$ cat config.mk
export PLATFORM = sky130hd
export DESIGN_NAME = mem_lsu_flat
export DESIGN_NICKNAME = d
export VERILOG_FILES = /design/src/rtl/mem_lsu_if.sv /design/src/rtl/mem_lsu.sv /design/src/flat_wrapper.sv
export SDC_FILE = /design/constraint.sdc
export NUM_CORES = 1
export LEC_CHECK = 0
export ABC_CLOCK_PERIOD_IN_PS = 4350
export BUFFER_PORTS_ARGS = -buffer_cell sky130_fd_sc_hd__buf_4
export CORE_MARGIN = 2
export CORE_UTILIZATION = 45
export CTS_CLUSTER_DIAMETER = 80
export DETAILED_ROUTE_END_ITERATION = 16
export PLACE_DENSITY = 0.81
export SLEW_MARGIN = 15
export SYNTH_ARGS = -nofsm -noshare
export SYNTH_HDL_FRONTEND = slang
export SYNTH_SLANG_ARGS = --single-unit
$ cat constraint.sdc
create_clock -name clk -period 4.35 [get_ports clk]
set_clock_uncertainty 0.1 [all_clocks]
set_input_delay 0.87 -clock clk [delete_from_list [all_inputs] [get_ports clk]]
set_output_delay 0.87 -clock clk [all_outputs]
set_load 0.1 [all_outputs]
$ cat src/rtl/mem_lsu_if.sv
// rtl/mem_lsu_if.sv - EX request, data-memory bus and WB record bundle for mem_lsu
interface mem_lsu_if #(parameter int ADDR_W = 32);
   logic              in_valid;
   logic              in_ready;
   logic              in_load;
   logic              in_store;
   logic [2:0]        in_funct3;
   logic [ADDR_W-1:0] in_addr;
   logic [ADDR_W-1:0] in_wdata;
   logic [4:0]        in_rd;
   logic              in_wen;

   logic              dmem_req;
   logic              dmem_gnt;
   logic              dmem_we;
   logic [ADDR_W-1:0] dmem_addr;
   logic [3:0]        dmem_be;
   logic [ADDR_W-1:0] dmem_wdata;
   logic              dmem_rvalid;
   logic [ADDR_W-1:0] dmem_rdata;

   logic              out_valid;
   logic              out_ready;
   logic [ADDR_W-1:0] out_data;
   logic [4:0]        out_rd;
   logic              out_wen;
   logic              out_err;

   modport master (
      input  in_valid, in_load, in_store, in_funct3, in_addr, in_wdata, in_rd, in_wen,
      output in_ready,
      output dmem_req, dmem_we, dmem_addr, dmem_be, dmem_wdata,
      input  dmem_gnt, dmem_rvalid, dmem_rdata,
      output out_valid, out_data, out_rd, out_wen, out_err,
      input  out_ready
   );

   modport slave (
      output in_valid, in_load, in_store, in_funct3, in_addr, in_wdata, in_rd, in_wen,
      input  in_ready,
      input  dmem_req, dmem_we, dmem_addr, dmem_be, dmem_wdata,
      output dmem_gnt, dmem_rvalid, dmem_rdata,
      input  out_valid, out_data, out_rd, out_wen, out_err,
      output out_ready
   );
endinterface

$ cat src/rtl/mem_lsu.sv
// rtl/mem_lsu.sv - memory-stage load/store unit: dmem request/response, load align, WB handoff
module mem_lsu #(parameter int ADDR_W = 32) (
   input  logic     clk,
   input  logic     rst_n,
   mem_lsu_if.master bus
);
   typedef enum logic [1:0] {IDLE, REQ, RSP, OUT} state_t;

   state_t            state_q, state_d;
   logic              in_rdy;
   logic              accept;
   logic              non_mem;
   logic              acc_err;
   logic [1:0]        sz;
   logic [3:0]        be_in;
   logic [ADDR_W-1:0] wd_in;

   logic              is_load_q;
   logic              we_q;
   logic [2:0]        f3_q;
   logic [1:0]        lo_q;
   logic [4:0]        rd_q;
   logic [ADDR_W-1:0] addr_q;
   logic [3:0]        be_q;
   logic [ADDR_W-1:0] wdata_q;
   logic [ADDR_W-1:0] out_data_q;
   logic              out_wen_q;
   logic              out_err_q;
   logic [ADDR_W-1:0] sh;
   logic [ADDR_W-1:0] ld_data;

   assign sz      = bus.in_funct3[1:0];
   assign non_mem = !bus.in_load && !bus.in_store;

   always_comb begin
      acc_err = 1'b0;
      if (bus.in_load && bus.in_store)
         acc_err = 1'b1;
      else if (bus.in_load && !(bus.in_funct3 inside {3'b000, 3'b001, 3'b010, 3'b100, 3'b101}))
         acc_err = 1'b1;
      else if (bus.in_store && (bus.in_funct3[2] || bus.in_funct3 == 3'b011))
         acc_err = 1'b1;
      if (!non_mem && sz == 2'b01 && bus.in_addr[0])
         acc_err = 1'b1;
      if (!non_mem && sz == 2'b10 && bus.in_addr[1:0] != 2'b00)
         acc_err = 1'b1;
   end

   // Lanes are replicated so the store byte lands on whichever lane be selects.
   always_comb begin
      be_in = 4'b1111;
      wd_in = bus.in_wdata;
      case (sz)
         2'b00: begin
            be_in = 4'b0001 << bus.in_addr[1:0];
            wd_in = {4{bus.in_wdata[7:0]}};
         end
         2'b01: begin
            be_in = 4'b0011 << bus.in_addr[1:0];
            wd_in = {2{bus.in_wdata[15:0]}};
         end
         default: ;
      endcase
   end

   always_comb begin
      sh      = bus.dmem_rdata >> {lo_q, 3'b000};
      ld_data = sh;
      case (f3_q)
         3'b000:  ld_data = {{24{sh[7]}}, sh[7:0]};
         3'b100:  ld_data = {24'd0, sh[7:0]};
         3'b001:  ld_data = {{16{sh[15]}}, sh[15:0]};
         3'b101:  ld_data = {16'd0, sh[15:0]};
         default: ;
      endcase
   end

   always_ff @(posedge clk or negedge rst_n) begin
      if (!rst_n)
         state_q <= IDLE;
      else
         state_q <= state_d;
   end

   always_comb begin
      state_d = state_q;
      in_rdy  = 1'b0;
      accept  = 1'b0;
      case (state_q)
         IDLE: in_rdy = 1'b1;
         REQ:  if (bus.dmem_gnt) state_d = RSP;
         RSP:  if (bus.dmem_rvalid) state_d = OUT;
         OUT: begin
            if (bus.out_ready) begin
               in_rdy  = 1'b1;
               state_d = IDLE;
            end
         end
         default: state_d = IDLE;
      endcase
      accept = in_rdy && bus.in_valid;
      if (accept)
         state_d = (non_mem || acc_err) ? OUT : REQ;
   end

   always_ff @(posedge clk or negedge rst_n) begin
      if (!rst_n) begin
         is_load_q  <= 1'b0;
         we_q       <= 1'b0;
         f3_q       <= 3'd0;
         lo_q       <= 2'd0;
         rd_q       <= 5'd0;
         addr_q     <= '0;
         be_q       <= 4'd0;
         wdata_q    <= '0;
         out_data_q <= '0;
         out_wen_q  <= 1'b0;
         out_err_q  <= 1'b0;
      end else if (accept) begin
         is_load_q  <= bus.in_load;
         we_q       <= bus.in_store && !acc_err;
         f3_q       <= bus.in_funct3;
         lo_q       <= bus.in_addr[1:0];
         rd_q       <= bus.in_rd;
         addr_q     <= {bus.in_addr[ADDR_W-1:2], 2'b00};
         be_q       <= be_in;
         wdata_q    <= wd_in;
         out_data_q <= non_mem ? bus.in_addr : '0;
         out_wen_q  <= non_mem && bus.in_wen;
         out_err_q  <= acc_err;
      end else if (state_q == RSP && bus.dmem_rvalid) begin
         out_data_q <= is_load_q ? ld_data : '0;
         out_wen_q  <= is_load_q && rd_q != 5'd0;
      end
   end

   assign bus.in_ready   = in_rdy;
   assign bus.dmem_req   = (state_q == REQ);
   assign bus.dmem_we    = we_q;
   assign bus.dmem_addr  = addr_q;
   assign bus.dmem_be    = be_q;
   assign bus.dmem_wdata = wdata_q;
   assign bus.out_valid  = (state_q == OUT);
   assign bus.out_data   = out_data_q;
   assign bus.out_rd     = rd_q;
   assign bus.out_wen    = out_wen_q;
   assign bus.out_err    = out_err_q;
endmodule

$ cat src/flat_wrapper.sv
// flat-port wrapper written by rule: the top's interface ports become plain ports
module mem_lsu_flat 
#(parameter int ADDR_W = 32)
  (clk, rst_n, bus_in_valid, bus_in_load, bus_in_store, bus_in_funct3, bus_in_addr, bus_in_wdata, bus_in_rd, bus_in_wen, bus_in_ready, bus_dmem_req, bus_dmem_we, bus_dmem_addr, bus_dmem_be, bus_dmem_wdata, bus_dmem_gnt, bus_dmem_rvalid, bus_dmem_rdata, bus_out_valid, bus_out_data, bus_out_rd, bus_out_wen, bus_out_err, bus_out_ready);
  mem_lsu_if #(.ADDR_W(ADDR_W)) bus_i ();
  input  logic clk;
  input  logic rst_n;
  input wire logic [$bits(bus_i.in_valid)-1:0] bus_in_valid;
  input wire logic [$bits(bus_i.in_load)-1:0] bus_in_load;
  input wire logic [$bits(bus_i.in_store)-1:0] bus_in_store;
  input wire logic [$bits(bus_i.in_funct3)-1:0] bus_in_funct3;
  input wire logic [$bits(bus_i.in_addr)-1:0] bus_in_addr;
  input wire logic [$bits(bus_i.in_wdata)-1:0] bus_in_wdata;
  input wire logic [$bits(bus_i.in_rd)-1:0] bus_in_rd;
  input wire logic [$bits(bus_i.in_wen)-1:0] bus_in_wen;
  output wire logic [$bits(bus_i.in_ready)-1:0] bus_in_ready;
  output wire logic [$bits(bus_i.dmem_req)-1:0] bus_dmem_req;
  output wire logic [$bits(bus_i.dmem_we)-1:0] bus_dmem_we;
  output wire logic [$bits(bus_i.dmem_addr)-1:0] bus_dmem_addr;
  output wire logic [$bits(bus_i.dmem_be)-1:0] bus_dmem_be;
  output wire logic [$bits(bus_i.dmem_wdata)-1:0] bus_dmem_wdata;
  input wire logic [$bits(bus_i.dmem_gnt)-1:0] bus_dmem_gnt;
  input wire logic [$bits(bus_i.dmem_rvalid)-1:0] bus_dmem_rvalid;
  input wire logic [$bits(bus_i.dmem_rdata)-1:0] bus_dmem_rdata;
  output wire logic [$bits(bus_i.out_valid)-1:0] bus_out_valid;
  output wire logic [$bits(bus_i.out_data)-1:0] bus_out_data;
  output wire logic [$bits(bus_i.out_rd)-1:0] bus_out_rd;
  output wire logic [$bits(bus_i.out_wen)-1:0] bus_out_wen;
  output wire logic [$bits(bus_i.out_err)-1:0] bus_out_err;
  input wire logic [$bits(bus_i.out_ready)-1:0] bus_out_ready;
  assign bus_i.in_valid = bus_in_valid;
  assign bus_i.in_load = bus_in_load;
  assign bus_i.in_store = bus_in_store;
  assign bus_i.in_funct3 = bus_in_funct3;
  assign bus_i.in_addr = bus_in_addr;
  assign bus_i.in_wdata = bus_in_wdata;
  assign bus_i.in_rd = bus_in_rd;
  assign bus_i.in_wen = bus_in_wen;
  assign bus_in_ready = bus_i.in_ready;
  assign bus_dmem_req = bus_i.dmem_req;
  assign bus_dmem_we = bus_i.dmem_we;
  assign bus_dmem_addr = bus_i.dmem_addr;
  assign bus_dmem_be = bus_i.dmem_be;
  assign bus_dmem_wdata = bus_i.dmem_wdata;
  assign bus_i.dmem_gnt = bus_dmem_gnt;
  assign bus_i.dmem_rvalid = bus_dmem_rvalid;
  assign bus_i.dmem_rdata = bus_dmem_rdata;
  assign bus_out_valid = bus_i.out_valid;
  assign bus_out_data = bus_i.out_data;
  assign bus_out_rd = bus_i.out_rd;
  assign bus_out_wen = bus_i.out_wen;
  assign bus_out_err = bus_i.out_err;
  assign bus_i.out_ready = bus_out_ready;
  mem_lsu #(.ADDR_W(ADDR_W)) u_core (.clk(clk), .rst_n(rst_n), .bus(bus_i));
endmodule
### Word level (Yosys, flattened, before mapping)

Cells that the tools add are included.

| word-level totals | value |
|---|---|
| memories | 0 |
| latch bits | 0 |
| output and inout port bits | 111 |
| bits in writable memories | 0 |
| ROM bits | 0 |
| register bits after elaboration | 114 |

| operators by class | value |
|---|---|
| add/subtract/negate cells | 0 |
| $lt $le $gt $ge | 0 |
| divide/modulo/power cells | 0 |
| reductions and logical operators | 30 |
| shift-type cells | 3 |
| multipliers | 0 |
| bitwise gates (word level) | 0 |
| equal/unequal tests | 16 |
| multiplexer cells | 22 |

Operators with widths:

| cell | number |
|---|---|
| $mux W32 | 4 |
| $pmux W32 S4 | 1 |
| $pmux W32 S2 | 1 |
| $shr A32 B5 Y32 | 1 |
| $logic_and A1 B1 Y1 | 13 |
| $eq A3 B3 Y1 const B | 4 |
| $mux W2 | 5 |
| $reduce_bool A5 Y1 | 2 |
| $mux W1 | 8 |
| $pmux W4 S2 | 1 |
| $eq A2 B2 Y1 const B | 3 |
| $eq A3 B1 Y1 const B | 2 |
| $eq A3 B2 Y1 const B | 2 |
| $logic_not A3 Y1 | 2 |
| $ne A3 B1 Y1 const B | 2 |
| $pmux W2 S3 | 1 |
| $logic_not A1 Y1 | 5 |
| $eq A2 B1 Y1 const B | 2 |
| $logic_not A2 Y1 | 2 |
| $reduce_and A4 Y1 | 1 |
| $reduce_bool A2 Y1 | 2 |
| $reduce_bool A4 Y1 | 1 |
| $shl A1 B2 Y4 const A | 1 |
| $shl A2 B2 Y4 const A | 1 |
| 3 further kinds | 4 |

### Depth between registers and ports, before layout

Gate-level depths: netlist of the first run.

| logic depth | value |
|---|---|
| depth after elaboration | 11 |
| depth in mapped cells | 9 |
| gate-level depth less buffers | 6 |

### Least setup slack after synthesis of the first run

No wires, ideal clock.

| timing | value |
|---|---|
| path kind | register -> output |
| start | register u_core.state_q[0] |
| end | output port bus_in_ready |
| slack | 602 ps |
| cell stages (with the launch flop) | 4 |
| arrival | 2778 ps |
| data required time | 3380 ps |
| path buffers | 0 |
| cell sequence | dfrtp_1 > ha_1 > a21oi_1 > nor2_1 |

| between the ends | value |
|---|---|
| longest elaborated chain between the ends | 2 |
| elaborated cells between the ends (all ways) | 3 |

Ends and longest elaborated chain:

| element | RTL line | source |
|---|---|---|
| start: declaration | mem_lsu.sv:9 | `state_t state_q, state_d;` |
| start signal: assignment | mem_lsu.sv:82 | `state_q <= state_d;` |
| $eq A2 B2 Y1 | n/a |  |
| named net bus_out_valid | flat_wrapper.sv:25 | `output wire logic [$bits(bus_i.out_valid)-1:0] bus_out_valid;` |
| $pmux W1 S2 | mem_lsu.sv:89 | `case (state_q)` |
| end: declaration | flat_wrapper.sv:16 | `output wire logic [$bits(bus_i.in_ready)-1:0] bus_in_ready;` |

The timed path passes the listed nets, and every way through them passes these cells.

### Final worst setup path of the first run

| timing | value |
|---|---|
| start | register u_core.state_q[0] |
| end | register u_core.wdata_q[14], in the netlist u_core.bus.dmem_wdata[14] |

| between the ends | value |
|---|---|
| longest elaborated chain between the ends | 3 |
| elaborated cells between the ends (all ways) | 4 |

Ends and longest elaborated chain:

| element | RTL line | source |
|---|---|---|
| $eq A2 B2 Y1 / $logic_not A2 Y1 (equally long branches) | mem_lsu.sv:89 |  |
| $pmux W1 S2 * | mem_lsu.sv:89 |  |
| $logic_and A1 B1 Y1 * | mem_lsu.sv:101 | `accept = in_rdy && bus.in_valid;` |
| end signal: assignment | mem_lsu.sv:127 | `wdata_q <= wd_in;` |
| end: declaration | mem_lsu.sv:25 | `logic [ADDR_W-1:0] wdata_q;` |

Mark *: on every way between the ends. The rest lies on a longest branch, timed or not.
A chain may end at the register's enable or synchronous reset.

==> impl_results.md, run 1 <==
- Vias in the first global route: 5327
- Post-cts gate resize count: 0
- Worst slew pin tran: 1.04 ns
- Type of the worst min-delay path: register to register
- Most common cell in the netlist: sky130_fd_sc_hd__nand2_1
- FP Rows: 40
- Clock transition at the registers of the reported paths: 0.05 ns
- List of most frequent post-synthesis cells: sky130_fd_sc_hd__nand2_1, sky130_fd_sc_hd__dfrtp_1, sky130_fd_sc_hd__mux2i_1
- Kind of start point of the critical path: register
- Core Area: 0.0121 mm²
- Library cell with the largest summed area after synthesis: sky130_fd_sc_hd__dfrtp_1
- Final setup viols: 0
- Wire length reported by the detailed router: 18200 µm
- Run status: finished, final reports clean
- Total of warnings raised by yosys: 0
- Number of standard cells in the final layout excluding fillers: 1008
- Remaining antenna violation count after routing: 0
- Remaining global-route overflow: 0
- Number of buffers created by CTS: 17
- Vias after detailed routing: 5562
- Register bit total from synthesis: 114
- CP Capture Type: register
- # H-tree levels: 4
- Count of pins over their slew limit: 0
- Share of the cycle needed by the critical path after routing: 70.1%
- First-iteration detailed-routing DRC count: 573
- Min Clock Period, post-route: 3.05 ns
- Post-synth design cell area: 0.00564 mm²
- Total instance count after detailed placement: 976
- Final TNS setup: 0 ns
- Weighted congestion at the end of routability-driven global placement: 0.936
- Clock latency of the later-clocked register in the worst-skew pair: 0.40 ns
- Endpoint required time on the critical path: 4.52 ns
- Area delta synth->final: 43.1%
- Floorplan die area: 0.0134 mm²
- Maximum fanout encountered on the critical timing path: 102
- Final Worst Setup Slack: 1.30 ns
- Top area cells in the synthesized netlist: sky130_fd_sc_hd__dfrtp_1, sky130_fd_sc_hd__nand2_1, sky130_fd_sc_hd__mux2i_1
- Max cap viols: 0
- Average wire length per cell after detail routing: 18.0 µm
- Share of cells above drive strength 1: 31.9%
- Count of buffers from port buffering: 221
- NumNets Final: 945
- Critical path class: register to register
- Overall Global Routing Usage: 27.0%
- Number of hold buffers added after cts: 0
- Dpl hpwl: 13200 µm
- Antenna violations before repair: 0
- Data arrival time of the worst path: 3.22 ns
- Post-placement worst setup slack: 1.19 ns
- Pre-Repair DR Iteration Count: 6
- # IOs: 224
- Maximum clock insertion buffer count: 2
- Number of setup buffers added after CTS: 0
- Die Y: 116 µm
- DR vias/cell: 5.52
- Synthesized area per cell: 9.00 µm²
- Achievable frequency: 328 MHz
- Hold Vio Cnt, Final: 0
- Final antenna diode count: 0
- Setup repair after global routing missed its margin: no
- Post-detailed-route DRC marker count: 0
- Sequential-to-total area share from yosys stat: 50.6%
- Number of enable flip-flop cells after synthesis: 0
- Number of distinct library cells after synthesis: 42
- Sink Count: 114
- Async set-or-reset flop fraction in the synthesized netlist: 100%
- Die X-Extent: 116 µm
- Main synth FF type: sky130_fd_sc_hd__dfrtp_1
- Pin count of the biggest net entering global routing: 103
- Top-area cell type share of the netlist area: 50.6%
- Initial standard-cell utilization of the core: 46.5%
- Synthesized instance count: 626
- First-pass GRT wire length: 27800 µm
- Max-slew headroom: 30.8%
- Clock tree from TritonCTS: built
- Clk root buf: sky130_fd_sc_hd__clkbuf_16
==> layout make-up <==
type / instances / area (µm²)
multi-input combinational: 460 / 2600
sequential: 114 / 2850
fill: 1001 / 4050
inverter: 6 / 22.5
tap: 168 / 210
clock buffer: 21 / 470
clock inverter: 10 / 180
timing repair buffer: 229 / 1730
==> critical path, stage by stage (launching register included) <==
cell                      delay (ns)
sky130_fd_sc_hd__dfrtp_1        0.37
sky130_fd_sc_hd__inv_1          0.09
sky130_fd_sc_hd__ha_1           0.32
sky130_fd_sc_hd__nor2b_1        0.60
sky130_fd_sc_hd__nand2_4        0.73
sky130_fd_sc_hd__buf_4          0.48
sky130_fd_sc_hd__nand2_1        0.10
sky130_fd_sc_hd__o21ai_0        0.10
==> per-stage QoR <==
| stage | util (%) | cell area [µm²] | hold WS (ns) |
|---|---|---|---|
| after floorplan | - | 5640 | 0.360 |
| after detailed placement | 61.1 | 7390 | 0.365 |
| after global placement | 61.1 | 7390 | 0.360 |
| after CTS | 66.4 | 8050 | 0.379 |
| final | 66.6 | 8070 | 0.375 |
| after global routing | 66.6 | 8070 | 0.399 |
==> cell usage in the layout, fill, tap and decap left out, types with 2 or more instances in the layout <==
master                       netlist  layout
sky130_fd_sc_hd__buf_4             2     228
sky130_fd_sc_hd__clkinv_2          0       3
sky130_fd_sc_hd__nand2b_1          2       2
sky130_fd_sc_hd__dfrtp_1         114     114
sky130_fd_sc_hd__nor2_1           53      51
sky130_fd_sc_hd__nor2b_1           6       6
sky130_fd_sc_hd__o211ai_1          9       9
sky130_fd_sc_hd__nand2_1         170     169
sky130_fd_sc_hd__clkbuf_8          0       3
sky130_fd_sc_hd__clkbuf_16         0      17
sky130_fd_sc_hd__or4_1             2       2
sky130_fd_sc_hd__ha_1              4       4
sky130_fd_sc_hd__inv_1             6       6
sky130_fd_sc_hd__mux2i_1          54      54
sky130_fd_sc_hd__clkinvlp_4        0       2
sky130_fd_sc_hd__a32oi_1           8       8
sky130_fd_sc_hd__o21ai_0          32      32
sky130_fd_sc_hd__a31oi_1          20      20
sky130_fd_sc_hd__a21oi_1          20      20
sky130_fd_sc_hd__nand3_1          32      32
sky130_fd_sc_hd__o21bai_1          2       2
sky130_fd_sc_hd__a41oi_2           2       2
sky130_fd_sc_hd__bufinv_16         0       5
sky130_fd_sc_hd__a2111oi_0         2       2
sky130_fd_sc_hd__nand3b_1          3       3
sky130_fd_sc_hd__a41oi_1           6       6
sky130_fd_sc_hd__conb_1            1       2
sky130_fd_sc_hd__nor3_1            3       3
sky130_fd_sc_hd__a211oi_1         14      14
==> worst paths after layout <==
check,startpoint,to,slack (ns),depth (start not counted)
min in group asynchronous,rst_n,u_core.bus.dmem_addr[22]$_DFFE_PN0P_,0.44,1
max in group asynchronous,rst_n,u_core.bus.dmem_addr[17]$_DFFE_PN0P_,2.84,2
min reg2reg,u_core.bus.dmem_addr[24]$_DFFE_PN0P_,u_core.bus.dmem_addr[24]$_DFFE_PN0P_,0.37,2
min,u_core.bus.dmem_addr[24]$_DFFE_PN0P_,u_core.bus.dmem_addr[24]$_DFFE_PN0P_,0.37,2
max reg2reg,u_core.state_q[0]$_DFFE_PN0P_,u_core.bus.dmem_wdata[14]$_DFFE_PN0P_,1.30,7
max,u_core.state_q[0]$_DFFE_PN0P_,u_core.bus.dmem_wdata[14]$_DFFE_PN0P_,1.30,7
==> sequential cells by signal, summed over array words and instances (netlist names) <==
name	cells
u_core.bus.dmem_we	1
u_core.bus.out_data	32
u_core.bus.dmem_be	4
u_core.bus.dmem_wdata	32
u_core.state_q	2
u_core.bus.dmem_addr	30
u_core.bus.out_err	1
u_core.is_load_q	1
u_core.bus.out_rd	5
u_core.bus.out_wen	1
u_core.f3_q	3
u_core.lo_q	2
==> routing by layer <==
layer	GRT usage [%]	wire, µm
met4	8.41	249
met2	44.8	9010
met3	7.95	1790
met5	0	0
met1	34.2	7140
==> cell families after synthesis <==
logic type / count (synthesis) / synth area share, %
buffers and inverters: 53 / 3.86
multiplexers: 56 / 10.2
AND/OR/NAND/NOR: 274 / 19.8
AO/OA/AOI/OAI: 124 / 14.5
adder cells (fa/ha/maj): 4 / 0.888
flip-flops: 114 / 50.6
other: 1 / 0.0665
Power of run 1 is left out: the tool's default activity adds up to more than one toggle a clock period on the data nets, which glitch-free logic cannot reach.
==> inputs of run 2 (changes only) <==
Settings changed: ABC_AREA set to 1, ABC_CLOCK_PERIOD_IN_PS 4350 to 3000, PLACE_DENSITY 0.81 to 0.8.
Clock period 4.35 ns to 3 ns, I/O delays scaled along.
==> impl_results.md, run 2 <==
- Most common cell in the netlist: sky130_fd_sc_hd__nand2_1
- Top-area cell type share of the netlist area: 47.3% (-3.3 points)
- Remaining global-route overflow: 0 (unchanged)
- Sink Count: 114 (unchanged)
- Average wire length per cell after detail routing: 14.8 µm (-18%)
- Final Worst Setup Slack: 0.559 ns (-0.742 ns)
- Number of filler instances in the final layout: 1213 (+21%)
- DR vias/cell: 5.01 (-9.2%)
- Post-synth design cell area: 0.00603 mm² (+7.0%)
- Post-Synth Simple-Gate Area: 32.1% (+12 points)
- Maximum fanout encountered on the critical timing path: 5 (-95%)
- Achievable frequency: 410 MHz
- Post-cts gate resize count: 0 (unchanged)
- Dpl hpwl: 13100 µm (-0.84%)
- Reg-to-Reg Start: u_core.state_q[1]$_DFFE_PN0P_
- Run status: finished, final reports clean
- Worst slew pin tran: 0.663 ns (-0.374 ns)
- Initial standard-cell utilization of the core: 45.7% (-0.81 points)
- Share of the cycle needed by the critical path after routing: 81.4%
- Critical path class: register to primary output
- Synth Area in Compound Gates: 11.5% (-3.1 points)
- FP Rows: 42 (+5.0%)
- Largest family of logic cells by synthesized area: simple AND/OR/NAND/NOR gates
- Number of distinct library cells after synthesis: 29 (-31%)
- Kind of start point of the critical path: register
- Total of warnings raised by yosys: 0 (unchanged)
- Synthesized instance count: 838 (+34%)
- Setup repair after global routing missed its margin: no
- CP Capture Type: primary output
- Count of pins over their slew limit: 0 (unchanged)
- Commonest cells after routing, fill and taps aside: sky130_fd_sc_hd__nand2_1, sky130_fd_sc_hd__buf_4, sky130_fd_sc_hd__dfrtp_1
- Hold Vio Cnt, Final: 0 (unchanged)
- Type of the worst min-delay path: input pin to asynchronous set/reset pin
- Adder and majority cell fraction of the synthesized area: 0.830% (-0.058 points)
- Met2 global-route usage: 40.9% (-3.9 points)
- Sequential-to-total area share from yosys stat: 47.3% (-3.3 points)
- Clk root buf: sky130_fd_sc_hd__clkbuf_16
- Die X-Extent: 120 µm (+3.3%)
- NumNets Final: 1156 (+22%)
- Clock transition at the registers of the reported paths: 0.05 ns (about the same)
- Share of cells above drive strength 1: 26.1% (-5.8 points)
- Maximum clock insertion buffer count: 2 (unchanged)
- Multiplexer share of the synthesized area: 0% (-10 points)
- Endpoint required time on the critical path: 2.30 ns (-2.22 ns)
- Number of setup buffers added after CTS: 0 (unchanged)
- GR Util met3: 6.65% (-1.3 points)
- Floorplan die area: 0.0143 mm² (+6.8%)
- Final antenna diode count: 0 (unchanged)
- Number of enable flip-flop cells after synthesis: 0 (unchanged)
- Library cell with the largest summed area after synthesis: sky130_fd_sc_hd__dfrtp_1
- First-pass GRT wire length: 29200 µm (+5.1%)
- Min Clock Period, post-route: 2.44 ns
- Post-detailed-route DRC marker count: 0 (unchanged)
- Data arrival time of the worst path: 1.74 ns (-1.48 ns)
- Number of buffers created by CTS: 17 (unchanged)
- Final TNS setup: 0 ns (unchanged)
- Most utilized layer in the global route result: met2
- Remaining antenna violation count after routing: 0 (unchanged)
- Clock latency of the later-clocked register in the worst-skew pair: 0.41 ns (about the same)
- Worst flop-to-flop path endpoint: u_core.state_q[1]$_DFFE_PN0P_
- Pin count of the biggest net entering global routing: 81 (-21%)
- Weighted congestion at the end of routability-driven global placement: 0.904 (-3.4%)
- Max-slew headroom: 55.8% (+25 points)
- Number of hold buffers added after cts: 0 (unchanged)
- Async set-or-reset flop fraction in the synthesized netlist: 100% (unchanged)
- # IOs: 224 (unchanged)
- # H-tree levels: 4 (unchanged)
- First-iteration detailed-routing DRC count: 560 (-2.3%)
- Count of buffers from port buffering: 221 (unchanged)
- Die Y: 120 µm (+3.3%)
- Area delta synth->final: 37.6%
- Top area cells in the synthesized netlist: sky130_fd_sc_hd__dfrtp_1, sky130_fd_sc_hd__nand2_1, sky130_fd_sc_hd__nor2_1
- Final worst hold slack: 0.0509 ns (-0.324 ns)
- Pre-Repair DR Iteration Count: 5 (-1)
- Met1 usage: 34.6% (+0.43 points)
- Main synth FF type: sky130_fd_sc_hd__dfrtp_1
- Wire length reported by the detailed router: 18100 µm (-0.25%)
- List of most frequent post-synthesis cells: sky130_fd_sc_hd__nand2_1, sky130_fd_sc_hd__dfrtp_1, sky130_fd_sc_hd__nor2_1
- Vias after detailed routing: 6153 (+11%)
- Max cap viols: 0 (unchanged)
- Overall Global Routing Usage: 25.8% (-1.2 points)
- Core Area: 0.0132 mm² (+8.9%)
- Post-placement worst setup slack: 0.618 ns (-0.568 ns)
- Most common library cell in the layout ignoring fill and taps: sky130_fd_sc_hd__nand2_1
- Number of cells traversed by the worst register-to-register path: 8 (+1)
- Clock tree from TritonCTS: built
- Register bit total from synthesis: 114 (unchanged)
- Vias in the first global route: 5796 (+8.8%)
- Antenna violations before repair: 0 (unchanged)
- Final setup viols: 0 (unchanged)
- Worst R2R Setup Slack: 0.62 ns (-0.68 ns)
- Fraction of synthesized cell area in xor and xnor cells: 0% (unchanged)
- Core occupancy in the finished layout: 62.9% (-3.7 points)
- Synthesized area per cell: 7.20 µm² (-20%)
==> run 2: changes by cell type in the layout (fill, tap and decap cells not counted), moves of 19 or more <==
| cell | before | now |
|---|---|---|
| sky130_fd_sc_hd__nor2_1 | 51 | 107 |
| sky130_fd_sc_hd__nand2_1 | 169 | 341 |
| sky130_fd_sc_hd__a31oi_1 | 20 | 1 |
| sky130_fd_sc_hd__o21ai_0 | 32 | 69 |
| sky130_fd_sc_hd__mux2i_1 | 54 | 0 |
| sky130_fd_sc_hd__inv_1 | 6 | 40 |
| sky130_fd_sc_hd__a21oi_1 | 20 | 58 |
==> run 2: routing by layer <==
metal | share of wire [%] | vias to the layer above
met5 | 0 | -
li1 | - | 3026
met1 | 43 | 2866
met3 | 7.9 | 24
met4 | 1.4 | 0
met2 | 47 | 237
==> run 2: logic make-up after synthesis <==
| group | Yosys count |
|---|---|
| and+or+nand+nor | 489 |
| AOI/OAI and AO/OA | 134 |
| DFF | 114 |
| buffers and inverters | 96 |
| adders and majority gates | 4 |
| other | 1 |
==> run 2: layout make-up <==
cell class              instances  area [µm²]  area share [%]
repair buffers                229        1740            21.0
clock buffers                  19         443            5.34
inverters                      48         185            2.23
flip-flops and latches        114        2850            34.4
well taps                     176         220            2.65
multi-input cells             629        2690            32.5
clock inverters                13         159            1.91
==> run 2: how the worst max path moves through the flow <==
stage                                   from                                     to  slack (ns)  cells after the start
3_5_place_dp                   bus_out_ready          u_core.state_q[1]$_DFFE_PN0P_        0.62                      8
3_3_place_gp                bus_in_funct3[1]  u_core.bus.dmem_wdata[24]$_DFFE_PN0P_        0.71                      8
6_report       u_core.state_q[1]$_DFFE_PN0P_                           bus_in_ready        0.56                      6
2_1_floorplan  u_core.state_q[1]$_DFFE_PN0P_                           bus_in_ready        0.22                      5
5_1_grt        u_core.state_q[1]$_DFFE_PN0P_          u_core.state_q[1]$_DFFE_PN0P_        0.38                      8
4_1_cts        u_core.state_q[1]$_DFFE_PN0P_                           bus_in_ready        0.55                      6
==> run 2: worst max-delay path, stage by stage (launching register included) <==
cell and delay [ns]:
sky130_fd_sc_hd__dfrtp_1 0.40, sky130_fd_sc_hd__ha_1 0.28, sky130_fd_sc_hd__nand2_1 0.09, sky130_fd_sc_hd__nand2_1 0.12, sky130_fd_sc_hd__nand2_1 0.06, sky130_fd_sc_hd__inv_1 0.07, sky130_fd_sc_hd__buf_4 0.29
==> run 2: metrics by stage <==
step | instances | cell area (µm²)
final | 1228 | 8300
after detailed placement | 1196 | 7700
after global routing | 1228 | 8300
after CTS | 1228 | 8300
after global placement | 1196 | 7700
after floorplan | 839 | 6030
Power of run 2 is left out for the same reason.
